[config.mk]
export PLATFORM = sky130hd
export DESIGN_NAME = alu_arbiter_flat
export DESIGN_NICKNAME = d
export VERILOG_FILES = /design/src/rtl/alu_arb_pkg.sv /design/src/rtl/alu_arbiter_if.sv /design/src/rtl/rr_arb2.sv /design/src/rtl/alu_arbiter.sv /design/src/flat_wrapper.sv
export SDC_FILE = /design/constraint.sdc
export NUM_CORES = 1
export LEC_CHECK = 0
export BUFFER_PORTS_ARGS = -buffer_cell sky130_fd_sc_hd__buf_4
export CORE_MARGIN = 2
export CORE_UTILIZATION = 30
export DETAILED_ROUTE_END_ITERATION = 8
export PLACE_DENSITY = 0.58
export SLEW_MARGIN = 20
export SYNTH_ARGS = -nofsm -noshare
export SYNTH_HDL_FRONTEND = slang
export SYNTH_SLANG_ARGS = --single-unit
[constraint.sdc]
create_clock -name clk -period 2.2 [get_ports clk]
set_clock_uncertainty 0.1 [all_clocks]
set_input_delay 0.44 -clock clk [delete_from_list [all_inputs] [get_ports clk]]
set_output_delay 0.44 -clock clk [all_outputs]
set_load 0.01 [all_outputs]
[src/rtl/alu_arb_pkg.sv]
// Shared types and widths for the two-port ALU arbiter.
package alu_arb_pkg;

  typedef enum logic [1:0] {
    IDLE,
    WAIT,
    RESP
  } state_t;

  localparam int OPERAND_W = 8;
  localparam int OPCODE_W  = 2;
  localparam int RESULT_W  = 9;
  localparam int CNT_W     = 4;

endpackage

[src/rtl/alu_arbiter_if.sv]
// One requester's request/response channel pair; master is the requester side.
interface alu_arbiter_if;
  import alu_arb_pkg::*;

  logic                 req_valid;
  logic                 req_ready;
  logic [OPERAND_W-1:0] req_a;
  logic [OPERAND_W-1:0] req_b;
  logic [OPCODE_W-1:0]  req_op;
  logic                 rsp_valid;
  logic                 rsp_ready;
  logic [RESULT_W-1:0]  rsp_result;

  modport master (
    output req_valid, req_a, req_b, req_op, rsp_ready,
    input  req_ready, rsp_valid, rsp_result
  );

  modport slave (
    input  req_valid, req_a, req_b, req_op, rsp_ready,
    output req_ready, rsp_valid, rsp_result
  );
endinterface

[src/rtl/rr_arb2.sv]
// Two-way round-robin winner select; the requester not granted last wins a tie.
module rr_arb2 (
  input  logic [1:0] valid,
  input  logic       last,
  output logic       any,
  output logic       winner
);
  assign any    = |valid;
  assign winner = (&valid) ? ~last : valid[1];
endmodule

[src/rtl/alu_arbiter.sv]
// Shares one ALU between two requesters: round-robin grant, fixed-latency wait,
// result returned only to the requester that issued the operation.
module alu_arbiter
  import alu_arb_pkg::*;
#(
  parameter int ALU_LATENCY = 1
) (
  input  logic                 clk,
  input  logic                 reset,
  alu_arbiter_if.slave         port0,
  alu_arbiter_if.slave         port1,
  output logic [OPERAND_W-1:0] alu_operandA,
  output logic [OPERAND_W-1:0] alu_operandB,
  output logic [OPCODE_W-1:0]  alu_opcode,
  input  logic [RESULT_W-1:0]  alu_result
);
  state_t              state_reg;
  logic [CNT_W-1:0]    cnt_reg;
  logic                grant_reg;
  logic                last_reg;
  logic [RESULT_W-1:0] res_reg;

  logic [1:0] valid_vec;
  logic       any_valid;
  logic       winner;
  logic       in_idle;
  logic       rsp_ready_sel;

  assign valid_vec = {port1.req_valid, port0.req_valid};

  rr_arb2 u_rr (
    .valid  (valid_vec),
    .last   (last_reg),
    .any    (any_valid),
    .winner (winner)
  );

  assign in_idle         = (state_reg == IDLE);
  assign port0.req_ready = in_idle && any_valid && !winner;
  assign port1.req_ready = in_idle && any_valid && winner;

  assign port0.rsp_valid  = (state_reg == RESP) && !grant_reg;
  assign port1.rsp_valid  = (state_reg == RESP) && grant_reg;
  assign port0.rsp_result = res_reg;
  assign port1.rsp_result = res_reg;
  assign rsp_ready_sel    = grant_reg ? port1.rsp_ready : port0.rsp_ready;

  always_ff @(posedge clk) begin
    if (reset) begin
      state_reg    <= IDLE;
      cnt_reg      <= '0;
      grant_reg    <= 1'b0;
      last_reg     <= 1'b1;
      res_reg      <= '0;
      alu_operandA <= '0;
      alu_operandB <= '0;
      alu_opcode   <= '0;
    end else begin
      case (state_reg)
        IDLE: begin
          // In IDLE the winner's ready is high, so any valid request is a handshake.
          if (any_valid) begin
            alu_operandA <= winner ? port1.req_a  : port0.req_a;
            alu_operandB <= winner ? port1.req_b  : port0.req_b;
            alu_opcode   <= winner ? port1.req_op : port0.req_op;
            grant_reg    <= winner;
            last_reg     <= winner;
            cnt_reg      <= CNT_W'(ALU_LATENCY);
            state_reg    <= WAIT;
          end
        end
        WAIT: begin
          cnt_reg <= cnt_reg - CNT_W'(1);
          if (cnt_reg == CNT_W'(1)) begin
            res_reg   <= alu_result;
            state_reg <= RESP;
          end
        end
        RESP: begin
          if (rsp_ready_sel) begin
            state_reg <= IDLE;
          end
        end
        default: state_reg <= IDLE;
      endcase
    end
  end
endmodule
[src/flat_wrapper.sv]
// flat-port wrapper written by rule: the top's interface ports become plain ports
module alu_arbiter_flat import alu_arb_pkg::*;
#(
  parameter int ALU_LATENCY = 1
)
  (clk, reset, alu_operandA, alu_operandB, alu_opcode, alu_result, port0_req_valid, port0_req_a, port0_req_b, port0_req_op, port0_rsp_ready, port0_req_ready, port0_rsp_valid, port0_rsp_result, port1_req_valid, port1_req_a, port1_req_b, port1_req_op, port1_rsp_ready, port1_req_ready, port1_rsp_valid, port1_rsp_result);
  alu_arbiter_if port0_i ();
  alu_arbiter_if port1_i ();
  input  logic clk;
  input  logic reset;
  output logic [OPERAND_W-1:0] alu_operandA;
  output logic [OPERAND_W-1:0] alu_operandB;
  output logic [OPCODE_W-1:0] alu_opcode;
  input  logic [RESULT_W-1:0] alu_result;
  input wire logic [$bits(port0_i.req_valid)-1:0] port0_req_valid;
  input wire logic [$bits(port0_i.req_a)-1:0] port0_req_a;
  input wire logic [$bits(port0_i.req_b)-1:0] port0_req_b;
  input wire logic [$bits(port0_i.req_op)-1:0] port0_req_op;
  input wire logic [$bits(port0_i.rsp_ready)-1:0] port0_rsp_ready;
  output wire logic [$bits(port0_i.req_ready)-1:0] port0_req_ready;
  output wire logic [$bits(port0_i.rsp_valid)-1:0] port0_rsp_valid;
  output wire logic [$bits(port0_i.rsp_result)-1:0] port0_rsp_result;
  input wire logic [$bits(port1_i.req_valid)-1:0] port1_req_valid;
  input wire logic [$bits(port1_i.req_a)-1:0] port1_req_a;
  input wire logic [$bits(port1_i.req_b)-1:0] port1_req_b;
  input wire logic [$bits(port1_i.req_op)-1:0] port1_req_op;
  input wire logic [$bits(port1_i.rsp_ready)-1:0] port1_rsp_ready;
  output wire logic [$bits(port1_i.req_ready)-1:0] port1_req_ready;
  output wire logic [$bits(port1_i.rsp_valid)-1:0] port1_rsp_valid;
  output wire logic [$bits(port1_i.rsp_result)-1:0] port1_rsp_result;
  assign port0_i.req_valid = port0_req_valid;
  assign port0_i.req_a = port0_req_a;
  assign port0_i.req_b = port0_req_b;
  assign port0_i.req_op = port0_req_op;
  assign port0_i.rsp_ready = port0_rsp_ready;
  assign port0_req_ready = port0_i.req_ready;
  assign port0_rsp_valid = port0_i.rsp_valid;
  assign port0_rsp_result = port0_i.rsp_result;
  assign port1_i.req_valid = port1_req_valid;
  assign port1_i.req_a = port1_req_a;
  assign port1_i.req_b = port1_req_b;
  assign port1_i.req_op = port1_req_op;
  assign port1_i.rsp_ready = port1_rsp_ready;
  assign port1_req_ready = port1_i.req_ready;
  assign port1_rsp_valid = port1_i.rsp_valid;
  assign port1_rsp_result = port1_i.rsp_result;
  alu_arbiter #(.ALU_LATENCY(ALU_LATENCY)) u_core (.clk(clk), .reset(reset), .port0(port0_i), .port1(port1_i), .alu_operandA(alu_operandA), .alu_operandB(alu_operandB), .alu_opcode(alu_opcode), .alu_result(alu_result));
endmodule
==> report_table.html, run 1 <==
<table>
<tr><th>Metric</th><th>Value</th></tr>
<tr><th colspan="2">Yosys</th></tr>
<tr><td>Synthesized area</td><td>1670 sq um</td></tr>
<tr><td>Largest cells by area after synthesis</td><td>sky130_fd_sc_hd__dfxtp_1 (42%), sky130_fd_sc_hd__nand3_1 (13%), sky130_fd_sc_hd__o21ai_0 (8.7%)</td></tr>
<tr><td>Number of register bits inferred by synthesis</td><td>35</td></tr>
<tr><td>Post-synth top flop</td><td>sky130_fd_sc_hd__dfxtp_1</td></tr>
<tr><td>Yosys warns</td><td>0</td></tr>
<tr><td>Library cell with the highest instance count after synthesis</td><td>sky130_fd_sc_hd__nand3_1</td></tr>
<tr><td>Number of synthesized flops with an enable pin</td><td>0</td></tr>
<tr><td>Yosys cell types</td><td>33</td></tr>
<tr><td>Net count after synthesis</td><td>260</td></tr>
<tr><td>Cell type with the largest total area after synthesis</td><td>sky130_fd_sc_hd__dfxtp_1</td></tr>
<tr><td>Synth top cells by count</td><td>sky130_fd_sc_hd__nand3_1 (45), sky130_fd_sc_hd__dfxtp_1 (35), sky130_fd_sc_hd__o21ai_0 (29)</td></tr>
<tr><td>Post-synthesis area per instance</td><td>8.09 sq um</td></tr>
<tr><td>Number of cells produced by synthesis</td><td>207</td></tr>
<tr><td>Proportion of register bits with asynchronous set or reset after synthesis</td><td>0</td></tr>
<tr><td>Sequential-to-total area share from yosys stat</td><td>0.419</td></tr>
<tr><td>Fraction of post-synthesis cell area in the top cell type by area</td><td>0.419</td></tr>
<tr><th colspan="2">Global routing</th></tr>
<tr><td>Initial antenna violation count</td><td>0</td></tr>
<tr><td>Grt total ovfl</td><td>0</td></tr>
<tr><td>Global routing usage summed across all routing layers</td><td>0.163</td></tr>
<tr><td>Largest net degree at the start of global routing</td><td>36</td></tr>
<tr><td>First-pass GRT wire length</td><td>7.95 mm</td></tr>
<tr><td>Vias in the first global route</td><td>1693</td></tr>
<tr><th colspan="2">Routing</th></tr>
<tr><td>Final wirelength</td><td>5.06 mm</td></tr>
<tr><td>Via density</td><td>5.14</td></tr>
<tr><td>First-pass DRT Iterations</td><td>4</td></tr>
<tr><td>Vias after detailed routing</td><td>1826</td></tr>
<tr><td>Iteration-0 DRC Markers</td><td>109</td></tr>
<tr><td>Average wire per cell in the routed design</td><td>14.3 um</td></tr>
<tr><td>Remaining antenna violation count</td><td>0</td></tr>
<tr><td>DRC violations left</td><td>0</td></tr>
<tr><th colspan="2">Cells and area</th></tr>
<tr><td>Relative area change from synthesis to final layout</td><td>45.4%</td></tr>
<tr><td>NumNets Final</td><td>335</td></tr>
<tr><td>Sequential cell area in the final layout</td><td>701 sq um</td></tr>
<tr><td>Number of flip-flops in the largest register</td><td>9</td></tr>
<tr><td>Number of fill cells in the layout</td><td>566</td></tr>
<tr><td>Final std cells w/o fill</td><td>355</td></tr>
<tr><td>Area occupied by multi-input gates</td><td>805 sq um</td></tr>
<tr><td>Share of layout cells above drive strength 1</td><td>0.382</td></tr>
<tr><td>Diode count</td><td>0</td></tr>
<tr><th colspan="2">Pwr</th></tr>
<tr><td>Static Leak</td><td>1.03 nW</td></tr>
<tr><td>Worst vdd rail ir drop</td><td>0.000332 V</td></tr>
<tr><td>PwrDens</td><td>721 nW/um^2</td></tr>
<tr><th colspan="2">Place</th></tr>
<tr><td>Final Wtd Congestion</td><td>0.761</td></tr>
<tr><td>IO Port Bufs</td><td>90</td></tr>
<tr><td>Placed wire-length estimate</td><td>3.54 mm</td></tr>
<tr><td>Placed Cells</td><td>347</td></tr>
<tr><th colspan="2">Setup path</th></tr>
<tr><td>Arrival time at the worst endpoint</td><td>1.35 ns</td></tr>
<tr><td>Crit path largest cell delay</td><td>0.41 ns</td></tr>
<tr><td>Count of buffer and inverter cells on the critical path</td><td>2</td></tr>
<tr><td>Critical register-to-register path endpoint</td><td>u_core.port0.rsp_result[0]$_SDFFE_PP0P_</td></tr>
<tr><td>Slack of the worst reg-to-reg path</td><td>0.58 ns</td></tr>
<tr><td>Max Fanout on Critical Path</td><td>9</td></tr>
<tr><td>Crit. End Element</td><td>output pin</td></tr>
<tr><td>Kind of cell adding the most delay to the critical path</td><td>simple AND/OR/NAND/NOR gates</td></tr>
<tr><td>Cell chain of the critical path</td><td>nor2_1 -&gt; nand2_1 -&gt; inv_1 -&gt; buf_4</td></tr>
<tr><td>Crit Reg-Reg Startpoint</td><td>u_core.cnt_reg[1]$_SDFFE_PP0P_</td></tr>
<tr><td>Launching element of the worst setup path</td><td>u_core.state_reg[1]$_SDFFE_PP0P_</td></tr>
<tr><td>Slowest library cell on the worst path</td><td>sky130_fd_sc_hd__dfxtp_1</td></tr>
<tr><td>Type of origin of the critical path</td><td>flop</td></tr>
<tr><td>Kind of critical path</td><td>reg -&gt; out</td></tr>
<tr><td>Required time of the worst setup path</td><td>1.66 ns</td></tr>
<tr><td>Reg2reg path depth</td><td>5</td></tr>
<tr><th colspan="2">Clock tree</th></tr>
<tr><td>Clock network latency to the later pin of the worst-skew pair</td><td>0.28 ns</td></tr>
<tr><td># H-tree levels</td><td>2</td></tr>
<tr><td>TritonCTS clock tree</td><td>built</td></tr>
<tr><td>Register clock-pin slew on the reported worst setup and hold paths</td><td>0.07 ns</td></tr>
<tr><td>Buffer cell driving the clock tree root</td><td>sky130_fd_sc_hd__clkbuf_8</td></tr>
<tr><td>CTS Hold Buffers Added</td><td>0</td></tr>
<tr><td>Post CTS Setup Buffer Count</td><td>0</td></tr>
<tr><td>Post-cts gate resize count</td><td>0</td></tr>
<tr><td>Buffer levels on the longest clock path</td><td>2</td></tr>
<tr><td>Clk sinks</td><td>35</td></tr>
<tr><td>CTS Buf Count</td><td>5</td></tr>
<tr><th colspan="2">Job</th></tr>
<tr><td>Number of maximum-capacitance violations</td><td>0</td></tr>
<tr><th colspan="2">Worst hold path</th></tr>
<tr><td>Terminating pin of the worst hold path</td><td>u_core.port0.rsp_result[5]$_SDFFE_PP0P_</td></tr>
<tr><td>Hold path depth</td><td>3</td></tr>
<tr><td>Start point of the worst min-delay path</td><td>alu_result[5]</td></tr>
<tr><td>Tightest Hold Check Type</td><td>in -&gt; reg</td></tr>
<tr><th colspan="2">STA</th></tr>
<tr><td>Fmax achieved</td><td>0.529 GHz</td></tr>
<tr><td>Min cycle time layout</td><td>1.89 ns</td></tr>
<tr><td>Setup-violating endpoint count in the final report</td><td>0</td></tr>
<tr><td>Least-Margin Pin Slew</td><td>0.453 ns</td></tr>
<tr><td>Share of the clock period used by the worst path</td><td>0.860</td></tr>
<tr><td>Total negative setup slack</td><td>0 ns</td></tr>
<tr><td>Total count of max-transition violations in the final report</td><td>0</td></tr>
<tr><td>Worst hold slack</td><td>0.318 ns</td></tr>
<tr><td>Hold Fails Final Rpt</td><td>0</td></tr>
<tr><td>Tightest slew margin relative to the limit</td><td>0.698</td></tr>
<tr><td>Unrepaired setup endpoints after global routing</td><td>false</td></tr>
<tr><th colspan="2">Floorplanning</th></tr>
<tr><td>Total die area</td><td>6190 sq um</td></tr>
<tr><td>Initial core utilization</td><td>0.308</td></tr>
<tr><td>Area of the core region</td><td>5440 sq um</td></tr>
<tr><td>Number of placement rows</td><td>27</td></tr>
<tr><td>Chip Width</td><td>78.7 um</td></tr>
<tr><td>Number of I/O pins</td><td>91</td></tr>
<tr><td>Die Height</td><td>78.7 um</td></tr>
<tr><th colspan="2">Status</th></tr>
<tr><td>Outcome</td><td>complete, no violations</td></tr>
</table>
layer usage:
metal  global-route usage  share of wire  vias to the layer above
li1                     -              -                      897
met1                0.196           0.43                      845
met2                0.267           0.47                       80
met3               0.0602          0.093                        4
met4               0.0579         0.0071                        0
met5                    0              0                        -
tightest hold or removal path: cells and delay by family:
family / cells / cell delay [ns]
buffers and inverters: 1 / 0.11
AND/OR/NAND/NOR: 1 / 0.05
AO/OA/AOI/OAI: 1 / 0.05
metrics by stage:
step,setup slack [ns],instance area [sq um],power [mW],util
floorplan,0.569,1670,1.04,-
global placement,0.601,2330,1.26,0.429
detailed placement,0.589,2330,1.26,0.429
CTS,0.314,2430,1.78,0.448
global route,0.223,2430,1.87,0.448
finish,0.309,2430,1.76,0.448
cells in the final DEF, fill, tap and decap left out, drive strengths merged, types with 2 or more instances in the layout:
cell and instances:
nor2 4, nand3 45, o21ai 30, o211ai 3
nor3b 3, inv 3, a31oi 18, clkbuf 8
buf 97, dfxtp 35, a21oi 14, nand2b 3
nand2 3, ha 2
worst max-delay path by stage:
stage / depth (start not counted) / slack, ns / to
after floorplan: 4 / 0.57 / port0_req_ready
after global placement: 4 / 0.60 / u_core.port0.rsp_result[1]$_SDFFE_PP0P_
after detailed placement: 5 / 0.59 / u_core.port0.rsp_result[1]$_SDFFE_PP0P_
after CTS: 4 / 0.31 / port1_req_ready
after global routing: 4 / 0.22 / port1_req_ready
final: 4 / 0.31 / port1_req_ready
area by class of cell:
| type | count | share of cell area |
|---|---|---|
| multi-input combinational | 140 | 0.330 |
| timing repair buffer | 97 | 0.299 |
| sequential | 35 | 0.288 |
| clock buffer | 8 | 0.0411 |
| tap | 72 | 0.0370 |
| inverter | 3 | 0.00462 |
power by group:
part           switching, mW  internal [mW]
Combinational          0.258          0.238
Clock                  0.222          0.286
Sequential            0.0549          0.699
cells by family (layout without fill, tap and decap cells):
family,after synthesis,count (layout),share of synthesized area
fa+ha+maj,2,2,0.0149
compound gates,70,70,0.239
simple gates,66,66,0.215
mux,1,1,0.00598
flops,35,35,0.419
buf+inv,32,108,0.101
xor+xnor,1,1,0.00523
Note: power is estimated with default switching activity, not from simulation.
==> run 2, diff against run 1 <==
--- a/config.mk
+++ b/config.mk
@@ -8,6 +8,8 @@
 export BUFFER_PORTS_ARGS = -buffer_cell sky130_fd_sc_hd__buf_4
 export CORE_MARGIN = 2
 export CORE_UTILIZATION = 30
+export CTS_BUF_LIST = sky130_fd_sc_hd__clkbuf_4
+export CTS_CLUSTER_DIAMETER = 40
 export DETAILED_ROUTE_END_ITERATION = 8
 export PLACE_DENSITY = 0.58
 export SLEW_MARGIN = 20
==> run 2 against run 1 <==
First-iteration DRC count is 12% lower; clock power is 33% lower; die area stayed put; sequential share of layout area is 0.57 points higher; count of clock-buffer cells in the layout is 2 lower; via count is 0.33% lower; hold slack worse by 0.062 ns; setup slack worse by 0.042 ns; wire length is 0.14% lower.
==> report_table.html, run 2 (synthesized netlist as in run 1, its figures left out) <==
<table>
<tr><th>Metric</th><th>Value</th></tr>
<tr><th colspan="2">Clock tree</th></tr>
<tr><td>CTS Buf Count</td><td>5</td></tr>
<tr><td>Register clock-pin slew on the reported worst setup and hold paths</td><td>0.10 ns</td></tr>
<tr><td>CTS Hold Buffers Added</td><td>0</td></tr>
<tr><td># H-tree levels</td><td>2</td></tr>
<tr><td>Buffer cell driving the clock tree root</td><td>sky130_fd_sc_hd__clkbuf_4</td></tr>
<tr><td>Buffer levels on the longest clock path</td><td>2</td></tr>
<tr><td>Post CTS Setup Buffer Count</td><td>0</td></tr>
<tr><td>TritonCTS clock tree</td><td>built</td></tr>
<tr><td>Post-cts gate resize count</td><td>0</td></tr>
<tr><td>Clock network latency to the later pin of the worst-skew pair</td><td>0.33 ns</td></tr>
<tr><td>Clk sinks</td><td>35</td></tr>
<tr><th colspan="2">STA</th></tr>
<tr><td>Tightest slew margin relative to the limit</td><td>0.704</td></tr>
<tr><td>Total count of max-transition violations in the final report</td><td>0</td></tr>
<tr><td>Setup ws final</td><td>0.267 ns</td></tr>
<tr><td>Setup-violating endpoint count in the final report</td><td>0</td></tr>
<tr><td>Least-Margin Pin Slew</td><td>0.443 ns</td></tr>
<tr><td>Fmax achieved</td><td>0.517 GHz</td></tr>
<tr><td>Hold Fails Final Rpt</td><td>0</td></tr>
<tr><td>Unrepaired setup endpoints after global routing</td><td>false</td></tr>
<tr><td>Min cycle time layout</td><td>1.93 ns</td></tr>
<tr><td>Total negative setup slack</td><td>0 ns</td></tr>
<tr><td>Worst hold slack</td><td>0.255 ns</td></tr>
<tr><td>Share of the clock period used by the worst path</td><td>0.879</td></tr>
<tr><th colspan="2">Global routing</th></tr>
<tr><td>First-pass GRT wire length</td><td>7.95 mm</td></tr>
<tr><td>Vias in the first global route</td><td>1693</td></tr>
<tr><td>Grt total ovfl</td><td>0</td></tr>
<tr><td>Largest net degree at the start of global routing</td><td>36</td></tr>
<tr><td>Initial antenna violation count</td><td>0</td></tr>
<tr><td>Global routing usage summed across all routing layers</td><td>0.164</td></tr>
<tr><th colspan="2">Routing</th></tr>
<tr><td>Remaining antenna violation count</td><td>0</td></tr>
<tr><td>Detail Route met2 WL</td><td>2.37 mm</td></tr>
<tr><td>Wire length on met1</td><td>2.14 mm</td></tr>
<tr><td>DRC violations left</td><td>0</td></tr>
<tr><td>First-pass DRT Iterations</td><td>4</td></tr>
<tr><td>Length of routed met3 wiring</td><td>490 um</td></tr>
<tr><td>Final wirelength</td><td>5.06 mm</td></tr>
<tr><td>Top Layer Used</td><td>met4</td></tr>
<tr><td>Vias after detailed routing</td><td>1820</td></tr>
<tr><td>Iteration-0 DRC Markers</td><td>96</td></tr>
<tr><td>Average wire per cell in the routed design</td><td>14.2 um</td></tr>
<tr><td>Via density</td><td>5.13</td></tr>
<tr><th colspan="2">Place</th></tr>
<tr><td>Final Wtd Congestion</td><td>0.761</td></tr>
<tr><td>Cell area reported after detailed placement</td><td>2330 sq um</td></tr>
<tr><td>Setup Slack @ Placement</td><td>0.589 ns</td></tr>
<tr><td>Placed wire-length estimate</td><td>3.54 mm</td></tr>
<tr><td>Placed Cells</td><td>347</td></tr>
<tr><td>IO Port Bufs</td><td>90</td></tr>
<tr><th colspan="2">Pwr</th></tr>
<tr><td>Combinational Power Share</td><td>0.312</td></tr>
<tr><td>Switching share of power</td><td>0.328</td></tr>
<tr><td>Net switching component of the power</td><td>522 uW</td></tr>
<tr><td>Worst vdd rail ir drop</td><td>0.000345 V</td></tr>
<tr><td>Static Leak</td><td>1.01 nW</td></tr>
<tr><td>Sequential group share of total power</td><td>0.474</td></tr>
<tr><td>Cell-internal power</td><td>1.07 mW</td></tr>
<tr><td>Tot Pwr</td><td>1.59 mW</td></tr>
<tr><td>PwrDens</td><td>666 nW/um^2</td></tr>
<tr><td>Share of total power in the clock network</td><td>0.214</td></tr>
<tr><th colspan="2">Floorplanning</th></tr>
<tr><td>Chip Width</td><td>78.7 um</td></tr>
<tr><td>Number of placement rows</td><td>27</td></tr>
<tr><td>Area of the core region</td><td>5440 sq um</td></tr>
<tr><td>Number of I/O pins</td><td>91</td></tr>
<tr><td>Die Height</td><td>78.7 um</td></tr>
<tr><td>Total die area</td><td>6190 sq um</td></tr>
<tr><td>Initial core utilization</td><td>0.308</td></tr>
<tr><th colspan="2">Job</th></tr>
<tr><td>Number of maximum-capacitance violations</td><td>0</td></tr>
<tr><th colspan="2">Cells and area</th></tr>
<tr><td>Share of layout cells above drive strength 1</td><td>0.378</td></tr>
<tr><td>Most frequent cells in the layout</td><td>sky130_fd_sc_hd__buf_4 (97), sky130_fd_sc_hd__nand3_1 (45), sky130_fd_sc_hd__dfxtp_1 (35)</td></tr>
<tr><td>Final core utilization</td><td>0.439</td></tr>
<tr><td>Most common cell after layout, fill and taps aside</td><td>sky130_fd_sc_hd__buf_4</td></tr>
<tr><td>Final std cells w/o fill</td><td>355</td></tr>
<tr><td>Number of flip-flops in the largest register</td><td>9</td></tr>
<tr><td>Area occupied by multi-input gates</td><td>805 sq um</td></tr>
<tr><td>Number of fill cells in the layout</td><td>571</td></tr>
<tr><td>Final cell area excluding filler cells</td><td>2390 sq um</td></tr>
<tr><td>Sequential cell area in the final layout</td><td>701 sq um</td></tr>
<tr><td>NumNets Final</td><td>335</td></tr>
<tr><td>Diode count</td><td>0</td></tr>
<tr><td>Relative area change from synthesis to final layout</td><td>42.6%</td></tr>
<tr><th colspan="2">Setup path</th></tr>
<tr><td>Crit. End Element</td><td>output pin</td></tr>
<tr><td>Type of origin of the critical path</td><td>flop</td></tr>
<tr><td>Kind of critical path</td><td>reg -&gt; out</td></tr>
<tr><td>Arrival time at the worst endpoint</td><td>1.39 ns</td></tr>
<tr><td>Max Fanout on Critical Path</td><td>9</td></tr>
<tr><td>Required time of the worst setup path</td><td>1.66 ns</td></tr>
<tr><th colspan="2">Status</th></tr>
<tr><td>Outcome</td><td>complete, no violations</td></tr>
<tr><th colspan="2">Worst hold path</th></tr>
<tr><td>Tightest Hold Check Type</td><td>in -&gt; reg</td></tr>
</table>
-- run 2: cell count changes in the layout (fill, tap and decap cells not counted), sizes merged --
cell    previous run  this run
clkinv             0         2
clkbuf             8         6
-- run 2: cell type report --
| cell class | count | share of cell area |
|---|---|---|
| clock buffers | 6 | 0.0189 |
| well taps | 72 | 0.0377 |
| repair buffers | 97 | 0.305 |
| multi-input cells | 140 | 0.337 |
| clock inverters | 2 | 0.00314 |
| inverters | 3 | 0.00472 |
| flip-flops and latches | 35 | 0.294 |
-- run 2: routing by layer --
layer  vias up  global-route usage
li1        898                   -
met1       847               0.195
met2        70               0.269
met3         5              0.0602
met4         0              0.0632
met5         -                   0
-- run 2: final timing paths --
path | startpoint | endpoint | slack [ns] | cells past startpoint
setup reg to reg | u_core.cnt_reg[1]$_SDFFE_PP0P_ | u_core.port0.rsp_result[1]$_SDFFE_PP0P_ | 0.58 | 5
hold / removal | alu_result[5] | u_core.port0.rsp_result[5]$_SDFFE_PP0P_ | 0.26 | 3
setup / recovery | u_core.state_reg[1]$_SDFFE_PP0P_ | port1_req_ready | 0.27 | 4
hold reg to reg | u_core.port0.rsp_result[8]$_SDFFE_PP0P_ | u_core.port0.rsp_result[8]$_SDFFE_PP0P_ | 0.40 | 2
-- run 2: critical path, cell delays in order (launching register included) --
cell and delay, ns:
sky130_fd_sc_hd__dfxtp_1 0.42, sky130_fd_sc_hd__nor2_1 0.29, sky130_fd_sc_hd__nand2_1 0.13, sky130_fd_sc_hd__inv_1 0.10, sky130_fd_sc_hd__buf_4 0.12
-- run 2: power groups by stage --
stage / logic, mW / clock network, mW / registers, mW
CTS: 0.500 / 0.359 / 0.754
detailed placement: 0.498 / 0 / 0.766
global placement: 0.496 / 0 / 0.767
global route: 0.545 / 0.393 / 0.766
finish: 0.495 / 0.340 / 0.754
floorplan: 0.272 / 0 / 0.770
